===== src/rtl/pwm_fade_pkg.sv =====
// ============================================================================
// Module      : pwm_fade_pkg
// Description : Shared types for the PWM fade envelope sequencer.
// Revision    : 1.0 - initial release
// ============================================================================
`default_nettype none

package pwm_fade_pkg;

    typedef enum logic [2:0] {
        S_IDLE    = 3'd0,
        S_RISE    = 3'd1,
        S_HOLD_HI = 3'd2,
        S_FALL    = 3'd3,
        S_HOLD_LO = 3'd4
    } fade_state_t;

endpackage

`default_nettype wire


===== src/rtl/pulse_generator.sv =====
// ============================================================================
// Module      : pulse_generator
// Description : Emits a one-cycle pulse every `ticks` enabled clocks.
// Revision    : 1.0 - initial release
// ============================================================================
`default_nettype none

module pulse_generator #(
    parameter int N = 16
) (
    input  logic         clk,
    input  logic         rst,
    input  logic         ena,
    input  logic [N-1:0] ticks,
    output logic         out
);

    localparam logic [N-1:0] c_one = {{(N-1){1'b0}}, 1'b1};

    logic [N-1:0] r_cnt;
    logic         w_wrap;

    assign w_wrap = (r_cnt >= (ticks - c_one));

    always_ff @(posedge clk) begin
        if (rst) begin
            r_cnt <= '0;
        end else if (ena) begin
            r_cnt <= w_wrap ? '0 : (r_cnt + c_one);
        end
    end

    // Combinational pulse so a freeze never leaves a stale step pending.
    assign out = ena & ~rst & w_wrap;

endmodule

`default_nettype wire


===== src/rtl/pwm_fade_sequencer.sv =====
// ============================================================================
// Module      : pwm_fade_sequencer
// Description : Drives pwm duty through rise / hold-high / fall / hold-low.
// Revision    : 1.0 - initial release
// ============================================================================
`default_nettype none

module pwm_fade_sequencer
    import pwm_fade_pkg::*;
#(
    parameter int N = 4,
    parameter int T = 16,
    parameter int H = 8
) (
    input  logic         clk,
    input  logic         rst,
    input  logic         ena,
    input  logic         start,
    input  logic         stop,
    input  logic         continuous,
    input  logic [T-1:0] ramp_ticks,
    input  logic [H-1:0] hold_steps,
    input  logic [N-1:0] duty_max,
    output logic [N-1:0] duty,
    output logic         busy,
    output logic [2:0]   state,
    output logic         done
);

    localparam logic [N-1:0] c_duty_one = {{(N-1){1'b0}}, 1'b1};
    localparam logic [H-1:0] c_hold_one = {{(H-1){1'b0}}, 1'b1};

    fade_state_t  r_state, w_state_nxt;
    logic [N-1:0] r_duty, w_duty_nxt, r_duty_max_l;
    logic [H-1:0] r_hold_cnt, w_hold_cnt_nxt, r_hold_steps_l;
    logic [T-1:0] r_ramp_ticks_l;
    logic         r_done, w_done_nxt;
    logic         w_latch, w_fade_step, w_busy, w_pg_rst;

    assign w_busy   = (r_state != S_IDLE);
    assign w_pg_rst = rst | ~w_busy;

    pulse_generator #(.N(T)) u_prescaler (
        .clk   (clk),
        .rst   (w_pg_rst),
        .ena   (ena),
        .ticks (r_ramp_ticks_l),
        .out   (w_fade_step)
    );

    always_comb begin
        w_state_nxt    = r_state;
        w_duty_nxt     = r_duty;
        w_hold_cnt_nxt = r_hold_cnt;
        w_done_nxt     = r_done;
        w_latch        = 1'b0;
        if (ena) begin
            w_done_nxt = 1'b0;
            if (stop) begin
                w_state_nxt = S_IDLE;
                w_duty_nxt  = '0;
            end else begin
                case (r_state)
                    S_IDLE: begin
                        w_duty_nxt = '0;
                        if (start) begin
                            w_latch     = 1'b1;
                            w_state_nxt = S_RISE;
                        end
                    end
                    S_RISE: if (w_fade_step) begin
                        if (r_duty >= r_duty_max_l) begin
                            w_state_nxt    = S_HOLD_HI;
                            w_hold_cnt_nxt = '0;
                        end else begin
                            w_duty_nxt = r_duty + c_duty_one;
                        end
                    end
                    S_HOLD_HI: if (w_fade_step) begin
                        if (r_hold_cnt == r_hold_steps_l) w_state_nxt = S_FALL;
                        else w_hold_cnt_nxt = r_hold_cnt + c_hold_one;
                    end
                    S_FALL: if (w_fade_step) begin
                        if (r_duty == '0) begin
                            w_state_nxt    = S_HOLD_LO;
                            w_hold_cnt_nxt = '0;
                        end else begin
                            w_duty_nxt = r_duty - c_duty_one;
                        end
                    end
                    S_HOLD_LO: if (w_fade_step) begin
                        if (r_hold_cnt == r_hold_steps_l) begin
                            // Repeat keeps the latched config; finishing reports done.
                            if (continuous) begin
                                w_state_nxt = S_RISE;
                            end else begin
                                w_state_nxt = S_IDLE;
                                w_done_nxt  = 1'b1;
                            end
                        end else begin
                            w_hold_cnt_nxt = r_hold_cnt + c_hold_one;
                        end
                    end
                    default: begin
                        w_state_nxt = S_IDLE;
                        w_duty_nxt  = '0;
                    end
                endcase
            end
        end
    end

    always_ff @(posedge clk) begin
        if (rst) begin
            r_state        <= S_IDLE;
            r_duty         <= '0;
            r_hold_cnt     <= '0;
            r_done         <= 1'b0;
            r_duty_max_l   <= '0;
            r_hold_steps_l <= '0;
            r_ramp_ticks_l <= '0;
        end else begin
            r_state    <= w_state_nxt;
            r_duty     <= w_duty_nxt;
            r_hold_cnt <= w_hold_cnt_nxt;
            r_done     <= w_done_nxt;
            if (w_latch) begin
                r_duty_max_l   <= duty_max;
                r_hold_steps_l <= hold_steps;
                r_ramp_ticks_l <= ramp_ticks;
            end
        end
    end

    assign duty  = r_duty;
    assign busy  = w_busy;
    assign state = r_state;
    assign done  = r_done;

endmodule

`default_nettype wire

===== config.mk =====
export PLATFORM = sky130hd
export DESIGN_NAME = pwm_fade_sequencer
export DESIGN_NICKNAME = d
export VERILOG_FILES = /design/src/rtl/pwm_fade_pkg.sv /design/src/rtl/pulse_generator.sv /design/src/rtl/pwm_fade_sequencer.sv
export SDC_FILE = /design/constraint.sdc
export NUM_CORES = 1
export LEC_CHECK = 0
export BUFFER_PORTS_ARGS = -buffer_cell sky130_fd_sc_hd__buf_2
export CORE_MARGIN = 4
export CORE_UTILIZATION = 45
export DETAILED_ROUTE_END_ITERATION = 12
export SETUP_SLACK_MARGIN = 0.5
export SYNTH_ARGS = -nofsm -noshare
export SYNTH_HDL_FRONTEND = slang
export SYNTH_SLANG_ARGS = --single-unit

===== constraint.sdc =====
create_clock -name clk -period 5.2 [get_ports clk]
set_input_delay 0.26 -clock clk [delete_from_list [all_inputs] [get_ports clk]]
set_output_delay 0.26 -clock clk [all_outputs]
set_load 0.02 [all_outputs]

==> results.toml, run 1 <==
[outcome]
run_status = "complete, no violations"

[power]
clkPwrFrac_pct = 43.6
ir_worst_vdd_mv = 0.143
p_comb_share_pct = 12.4
pwr-share-seq_pct = 44.0
internal-power_uw = 809
p_leak_uw = 0.00168
power.net_switching_uw = 274
p_per_area_nw_per_um2 = 265
p_sw_share_pct = 25.3

[setup_path]
ff2ff_setup_slack_ns = 1.01
worst_path_dominant_cell_family = "simple AND/OR/NAND/NOR gates"
cp.arrival_ns = 4.39
r2r-start = "r_ramp_ticks_l[2]"
crit_chain = "or4_4 -> or4_4 -> or2_4 -> nor4_4 -> xnor2_1 -> ha_1 -> and4_1 -> nand2_1 -> o311a_1 -> a21boi_2 -> nand2b_1 -> nor2_1"
crit_slowest_cell = "or4_4"
end_kind = "register"
reg2reg_to = "u_prescaler.r_cnt[6]"
reg2reg_depth = 12
start_kind = "register"
critical_path_peak_fanout = 15
critical_path.startpoint = "r_ramp_ticks_l[2]"
cpPeakStageDelay_ns = 0.56
criticalPathCategory = "reg2reg"
path_buf_inv = 0
critPathMostFrequentCell = "or4_4"
cp.required_ns = 5.40

[cells_and_area]
drive_gt1_share_pct = 14.0
area_growth_pct = 13.1
fin_nets = 547
layout_common_cells = "nand2_1, dfxtp_1, a21oi_1, buf_2, nor2_1"
final_core_util_pct = 52.7
final_cell_area_um2 = 4090
antenna_cells = 0
final_common_cell = "nand2_1"

[detailed_routing]
drtIter0Drc = 106
firstDrtPassIters = 4
top_layer = "met4"
met1_length_um = 4230
met3_length_um = 358
postRouteAntennaNets = 0
wirelength_um = 8340
post-route-drc-count = 0
routedWlPerCell_um = 14.0
vias = 3183
dr_wl_met2_um = 3680
vias_per_cell = 5.36

[logic_synthesis]
synth_compound_area_share_pct = 16.0
synth_seq_cells = 60
synth_ff_type = "dfxtp_1"
synth_top_family_by_area = "simple AND/OR/NAND/NOR gates"
synthSimpleGateAreaFrac_pct = 26.1
synthDistinctLibCells = 57
ys_warn_count = 0
synthesis.area_um2 = 3620
synth_fp_nets = 513
synthAdderAreaFrac_pct = 9.20
synthTopCellsByArea = "dfxtp_1, ha_1, nand2_1"
synth-xor-area-share_pct = 9.92
postSynth.asyncResetShare_pct = 0
avgSynthCellArea_um2 = 7.99
synth.area.mux_share_pct = 0.692
yosys.area.top_type = "dfxtp_1"
synth-edff-count = 0
yosysSeqAreaShare_pct = 33.2
synthCells = 453
synth_top_area_share_pct = 33.2

[global_route]
grt_pass1_wl_um = 14100
grt_start_max_net_pins = 53
grt_pass1_vias = 2971
grt_antenna_before_repair = 0
track_usage_pct = 17.7
grt_overflow = 0

[sta]
whs_ns = 0.152
grt_setup_unrepaired = "no"
finalSetupViolCount = 0
setup_slack_ns = 1.01
fin_tns_setup_ns = 0
maxSlewHeadroom_pct = 36.3
period_needed_ns = 4.19
fmax_mhz = 239
period_share_pct = 80.6
hold_viol = 0
worstMarginPinSlew_ns = 0.956
drv_slew = 0
fin_worst_skew_ns = 0.00976

[clock_tree]
cts_setup_buffers = 0
ctsHtreeMaxLevel = 3
cts_tree = "done"
clock_latency_ns = 0.34
cts_resized = 0
cts-root-buf = "clkbuf_8"
hold_buffers = 0
cts_sinks = 60
cts_buffer_depth = 2
clk_pin_slew_ns = 0.07
cts_buffers = 9

[flow_run]
maxCapViolations = 0

[placement]
place_ws_ns = 1.00
place_hpwl_um = 6200
placed_area_um2 = 3880
routabilityCongestion = 0.803
io_buffers = 42

[floorplan]
initial_utilization_pct = 46.6
die_w_um = 97.7
io_pins = 43
fp-row-count = 32
core-area_um2 = 7770
die_h_um = 97.7
dieArea_um2 = 9540

[min_path]
holdPathStages = 3
hp-class = "in2reg"
holdPathEnd = "r_ramp_ticks_l[8]"
hold_start = "ramp_ticks[8]"
-- worst min-delay path, delay by kind of cell --
kind / cells / cell delay, ns
AND/OR/NAND/NOR: 1 / 0.04
AO/OA/AOI/OAI: 1 / 0.05
buffers and inverters: 1 / 0.09
-- metal layers --
layer / track usage (%) / vias to the layer above
met5: 0 / -
met4: 5.32 / 0
met3: 4.24 / 7
met2: 26.7 / 63
met1: 25.1 / 1449
li1: - / 1664
-- Yosys cell counts (all sizes together), types with 3 or more instances --
library cell and number:
nand2 77, dfxtp 60, a21oi 42, nor2 32, ha 25, inv 23, xor2 23, xnor2 18
nor3 15, clkbuf 13, nand3 13, o21ai 10, nand4 9, buf 7, nor4 7, o31ai 7
a41oi 6, and3 6, or3 6, nand2b 5, nor2b 5, a31oi 4, and4 4, o211ai 4
o21a 3, or4 3
-- registers in the layout, indices dropped and copies added, names as in the netlist --
signal,flops
duty,4
u_prescaler.r_cnt,16
r_hold_cnt,8
r_ramp_ticks_l,16
state,3
r_duty_max_l,4
done,1
r_hold_steps_l,8
-- per-stage QoR --
stage          power (uW)  std cells
5_1_grt              1140        594
3_5_place_dp          622        578
3_3_place_gp          619        578
4_1_cts              1090        594
2_1_floorplan         587        453
6_report             1080        594
-- logic make-up (layout without fill, tap and decap cells) --
logic type	Yosys count	count (layout)
XOR/XNOR	41	41
buffers and inverters	43	82
AO/OA/AOI/OAI	91	91
AND/OR/NAND/NOR	190	190
adder cells (fa/ha/maj)	26	26
multiplexers	2	2
flip-flops	60	60
-- power by group through the flow --
stage | registers [uW] | clock network, uW | logic [uW]
final | 476 | 472 | 135
after global routing | 477 | 506 | 155
after CTS | 476 | 481 | 136
after detailed placement | 487 | 0 | 135
after global placement | 486 | 0 | 132
after floorplan | 484 | 0 | 103
-- worst max path at each step --
stage                            endpoint  slack, ns  depth (start not counted)
finish               u_prescaler.r_cnt[6]       1.01                         12
global route         u_prescaler.r_cnt[6]       0.72                         12
CTS                 u_prescaler.r_cnt[11]       0.98                         12
detailed placement  u_prescaler.r_cnt[11]       1.00                         12
global placement    u_prescaler.r_cnt[11]       1.14                         12
floorplan                   r_hold_cnt[1]       1.41                         13
-- final cells by class --
cell class | instances | area (um^2)
Inverter | 23 | 86.3
Clock inverter | 4 | 72.6
Timing Repair Buffer | 43 | 218
Sequential cell | 60 | 1200
Tap cell | 102 | 128
Clock buffer | 12 | 145
Fill cell | 803 | 3670
Multi-Input combinational cell | 350 | 2240
No activity file was read; power rests on OpenSTA's default activity.
==> run 2, diff against run 1 <==
==> constraint.sdc (replaced) <==
create_clock -name clk -period 4.3 [get_ports clk]
set_input_delay 0.215 -clock clk [delete_from_list [all_inputs] [get_ports clk]]
set_output_delay 0.215 -clock clk [all_outputs]
set_load 0.02 [all_outputs]
==> run 2 against run 1 <==
Compared with the run above: register-to-register slack worse by 0.42 ns; non-clock buffer count is 11 higher; sequential share of layout area is 0.74 points lower; global-route usage is 0.47 points higher.
==> results.toml, run 2 (synthesis gave the netlist of run 1 again) <==
[outcome]
run_status = "complete, no violations"

[detailed_routing]
firstDrtPassIters = 5
vias = 3264
wirelength_um = 8630
post-route-drc-count = 0
routedWlPerCell_um = 14.3
postRouteAntennaNets = 0
drtIter0Drc = 137
vias_per_cell = 5.40

[setup_path]
criticalPathCategory = "reg2reg"
critical_path_peak_fanout = 7
reg2reg_to = "r_hold_cnt[1]"
r2r-start = "r_ramp_ticks_l[2]"
critical_path.startpoint = "r_ramp_ticks_l[2]"
reg2reg_depth = 12
end_kind = "register"
cp.arrival_ns = 3.93
cp.required_ns = 4.52
crit_end = "r_hold_cnt[1]"
start_kind = "register"
ff2ff_setup_slack_ns = 0.59

[placement]
io_buffers = 42
routabilityCongestion = 0.787
place_hpwl_um = 6390

[cells_and_area]
antenna_cells = 0
area_growth_pct = 16.6
seqCellArea_um2 = 1210
drive_gt1_share_pct = 17.5
nFillCells = 763
final_core_util_pct = 54.3
final_common_cell = "nand2_1"
multi_input_area_um2 = 2270
fin_nets = 558
reg_top3 = "r_ramp_ticks_l x16, u_prescaler.r_cnt x16"
layout_common_cells = "nand2_1, dfxtp_1, buf_2, a21oi_1, nor2_1"

[clock_tree]
clock_latency_ns = 0.33
ctsHtreeMaxLevel = 3
cts_tree = "done"
cts_sinks = 60
cts_buffers = 9
hold_buffers = 0
cts-root-buf = "clkbuf_8"
clk_pin_slew_ns = 0.07
cts_buffer_depth = 2

[min_path]
hp-class = "in2reg"

[sta]
grt_setup_unrepaired = "yes"
period_share_pct = 86.3
fin_worst_skew_ns = 0.00791
period_needed_ns = 3.71
hold_viol = 0
worstMarginPinSlew_ns = 0.959
maxSlewHeadroom_pct = 36.1
whs_ns = 0.115
fmax_mhz = 269
finalSetupViolCount = 0
fin_tns_setup_ns = 0
drv_slew = 0

[power]
finalPower_uw = 1320
power.net_switching_uw = 326
ir_worst_vdd_mv = 0.143
internal-power_uw = 998
p_per_area_nw_per_um2 = 314
clkPwrFrac_pct = 43.3
p_comb_share_pct = 13.2
p_sw_share_pct = 24.6
p_leak_uw = 0.00175
pwr-share-seq_pct = 43.5

[global_route]
grt_antenna_before_repair = 0
grt_start_max_net_pins = 53
grt_pass1_wl_um = 14400
grt_overflow = 0
grt_pass1_vias = 3054
track_usage_pct = 18.2

[floorplan]
fp-row-count = 32
initial_utilization_pct = 46.6
io_pins = 43
core-area_um2 = 7770
die_w_um = 97.7
die_h_um = 97.7
dieArea_um2 = 9540

[flow_run]
maxCapViolations = 0
[run 2: changes by cell type in the layout (fill, tap and decap cells not counted), sizes merged]
cell / delta
buf: +11
clkbuf: -1
[run 2: layer usage]
metal | up-vias | part of all wire (%) | track usage (%)
met2 | 90 | 44 | 27.5
met5 | - | 0 | 0
met3 | 14 | 5.6 | 4.02
met4 | 0 | 1.4 | 5.22
li1 | 1677 | - | -
met1 | 1483 | 49 | 25.9
[run 2: how the worst min path moves through the flow]
stage,start,to,slack (ns),cells past startpoint
finish,ramp_ticks[8],r_ramp_ticks_l[8],0.11,3
global route,ramp_ticks[7],r_ramp_ticks_l[7],0.11,3
CTS,hold_steps[7],r_hold_steps_l[7],0.11,3
detailed placement,r_duty_max_l[2],r_duty_max_l[2],0.46,2
global placement,r_duty_max_l[1],r_duty_max_l[1],0.44,2
floorplan,duty_max[1],r_duty_max_l[1],0.35,2
[run 2: per-stage QoR]
step                      setup slack, ns  instance area (um^2)  cells
after floorplan                     0.510                  3620    453
after detailed placement            0.304                  3900    581
after global routing                0.451                  4220    604
after global placement              0.377                  3900    581
final                               0.587                  4220    604
after CTS                           0.536                  4140    596
[run 2: timing repair]
| action | CTS | global route |
|---|---|---|
| cloned | 0 | 0 |
| setup buffers | 0 | 8 |
| endpoints found under the setup margin | 12 | 18 |
| resized for setup | 4 | 6 |
| pin swaps | 2 | 3 |
[run 2: cell type report]
type	count	area share, %
inverters	23	2.05
multi-input cells	350	53.8
flip-flops and latches	60	28.6
repair buffers	54	7.21
well taps	102	3.03
clock buffers	11	3.59
clock inverters	4	1.72
[run 2: power groups by stage]
stage                     combinational (uW)  sequential (uW)  clock, uW
after floorplan                          124              586          0
after global placement                   161              588          0
after detailed placement                 164              589          0
after CTS                                167              576        583
after global routing                     197              577        611
final                                    175              576        574
[run 2: worst max-delay path, cell delays in order, from the launching register on]
cell     delay (ns)
dfxtp_4        0.36
or4_4          0.54
or4_4          0.44
or2_4          0.28
nor4_4         0.15
xnor2_1        0.10
ha_1           0.29
and4_4         0.24
nand2_2        0.06
o311a_4        0.36
a21o_1         0.20
nor3_4         0.28
mux2_4         0.32
==> run 3, diff against run 2 <==
--- a/config.mk
+++ b/config.mk
@@ -5,9 +5,11 @@
 export SDC_FILE = /design/constraint.sdc
 export NUM_CORES = 1
 export LEC_CHECK = 0
+export ABC_AREA = 1
 export BUFFER_PORTS_ARGS = -buffer_cell sky130_fd_sc_hd__buf_2
 export CORE_MARGIN = 4
 export CORE_UTILIZATION = 45
+export CTS_CLUSTER_DIAMETER = 40
 export DETAILED_ROUTE_END_ITERATION = 12
 export SETUP_SLACK_MARGIN = 0.5
 export SYNTH_ARGS = -nofsm -noshare
==> run 3 against run 2 <==
Compared with the run above: critical path depth is 9 higher; non-clock buffer count is 5 lower; utilization is 0.11 points lower; global-route usage is 0.55 points lower; final area is 1.3% higher; highest routed layer unchanged; area after synthesis is 2.6% higher; maximum frequency is 14% higher; largest power group unchanged; final cell count is 14% higher; sequential share of layout area is 0.49 points lower; flip-flop and latch count stayed put.
==> results.toml, run 3 <==
[logic_synthesis]
avgSynthCellArea_um2 = 6.98
synth_seq_cells = 60
synth_ff_type = "dfxtp_1"
ys_warn_count = 0
synthDistinctLibCells = 38
yosysMostFrequentCell = "nand2_1"
yosysSeqAreaShare_pct = 32.3
synthCells = 532
postSynth.asyncResetShare_pct = 0
synth-edff-count = 0
synthTopCellsByArea = "dfxtp_1, nand2_1, nor2_1"
netlist_top_cells_count = "nand2_1, nor2_1, dfxtp_1"
synth_fp_nets = 592
synthesis.area_um2 = 3710
synth_top_area_share_pct = 32.3
yosys.area.top_type = "dfxtp_1"

[power]
p_leak_uw = 0.00206
ir_worst_vdd_mv = 0.211
p_per_area_nw_per_um2 = 344

[sta]
hold_viol = 0
period_share_pct = 75.6
fmax_mhz = 308
worstMarginPinSlew_ns = 0.540
whs_ns = 0.0951
period_needed_ns = 3.25
fin_worst_skew_ns = 0.00464
maxSlewHeadroom_pct = 64.0
fin_tns_setup_ns = 0
grt_setup_unrepaired = "no"
finalSetupViolCount = 0
drv_slew = 0

[clock_tree]
cts_resized = 0
cts-root-buf = "clkbuf_8"
cts_buffers = 9
ctsHtreeMaxLevel = 3
cts_tree = "done"
clock_latency_ns = 0.34
cts_sinks = 60
clk_pin_slew_ns = 0.07
hold_buffers = 0
cts_buffer_depth = 2

[floorplan]
die_h_um = 98.8
dieArea_um2 = 9770
fp-row-count = 32
io_pins = 43
die_w_um = 98.8
core-area_um2 = 7890
initial_utilization_pct = 47.1

[cells_and_area]
layout_common_cells = "nand2_1, nor2_1, dfxtp_1, inv_1, buf_2"
nFillCells = 768
antenna_cells = 0
final_cell_area_um2 = 4270
reg_top3 = "r_ramp_ticks_l x16, u_prescaler.r_cnt x16"
drive_gt1_share_pct = 18.8
final_common_cell = "nand2_1"
fin_cells = 686
fin_nets = 639
area_growth_pct = 15.1

[setup_path]
worst_path_dominant_cell_family = "simple AND/OR/NAND/NOR gates"
critical_path_peak_fanout = 16
cpPeakStageDelay_ns = 0.33
critPathMostFrequentCell = "nand2_1"
cp.arrival_ns = 3.53
cp.required_ns = 4.58
criticalPathCategory = "reg2reg"
path_buf_inv = 5
end_kind = "register"
crit_slowest_cell = "dfxtp_1"
crit_chain = "inv_1 -> ha_1 -> nand2_1 -> nor4_2 -> nand2_1 -> nor4_1 -> xor2_1 -> inv_1 -> ha_1 -> nand2_1 -> o21ai_0 -> a21oi_1 -> nand2_2 -> nand3_1 -> nand2_1 -> inv_1 -> nor2_4 -> buf_12 -> buf_4 -> nor2_2 -> nor2_2"
start_kind = "register"

[detailed_routing]
drtIter0Drc = 76
postRouteAntennaNets = 0
vias = 3381
vias_per_cell = 4.93
post-route-drc-count = 0
firstDrtPassIters = 4
routedWlPerCell_um = 11.8
wirelength_um = 8080

[global_route]
grt_pass1_vias = 3278
grt_antenna_before_repair = 0
grt_overflow = 0
grt_start_max_net_pins = 37
track_usage_pct = 17.7
grt_pass1_wl_um = 14200

[placement]
placed_area_um2 = 4010
io_buffers = 42
dp.cells = 666
routabilityCongestion = 0.811
place_hpwl_um = 6120

[outcome]
run_status = "complete, no violations"

[flow_run]
maxCapViolations = 0

[min_path]
hp-class = "in2reg"
==> run 3: worst paths after layout <==
kind	startpoint	to	slack, ns	depth (start not counted)
hold / removal	ramp_ticks[10]	r_ramp_ticks_l[10]	0.1	3
setup reg to reg	r_ramp_ticks_l[0]	r_hold_cnt[5]	1.05	21
hold reg to reg	r_duty_max_l[2]	r_duty_max_l[2]	0.46	2
setup / recovery	r_ramp_ticks_l[0]	r_hold_cnt[5]	1.05	21
==> run 3: stage by stage <==
step,setup slack [ns],utilization [%],total power [uW]
finish,1.05,54.2,1470
global placement,1.06,50.8,914
floorplan,1.40,-,846
global route,0.613,54.2,1570
detailed placement,0.933,50.8,922
CTS,0.872,53.6,1490
==> run 3: kinds of logic (layout without fill, tap and decap cells) <==
family	Yosys count	count (layout)	synth area share (%)
AOI/OAI and AO/OA	67	67	9.47
and+or+nand+nor	270	270	33.6
DFF	60	60	32.3
buffers and inverters	79	131	8.52
adders and majority gates	26	26	8.96
xor gates and xnor gates	30	30	7.08
==> run 3: what timing repair did <==
action,CTS,global route
endpoints found under the hold margin,0,0
setup buffers,0,4
setup endpoints to repair,0,8
==> run 3: layout make-up <==
type	count	area [um^2]	area share [%]
clock buffers	13	179	4.19
inverters	66	248	5.80
flip-flops and latches	60	1200	28.1
repair buffers	49	275	6.44
clock inverters	3	42.5	0.995
well taps	102	128	2.99
multi-input cells	393	2200	51.5
==> run 3: per-layer routing <==
metal	wire, um	vias to the layer above	GRT usage, %	part of all wire [%]
met5	0	-	0	0
met4	122	0	5.78	1.5
met3	248	11	4.32	3.1
met2	4040	38	31.0	50
met1	3670	1531	21.0	45
li1	-	1801	-	-
==> run 3: power breakdown <==
part	switching [uW]	leakage [uW]	internal [uW]
Clock	229	0.000112	330
Combinational	184	0.00146	123
Sequential	23.1	0.000488	580
==> run 3: worst min-delay path: stages <==
cell    delay (ns)
buf_2         0.07
nor2_1        0.03
nor2_1        0.08
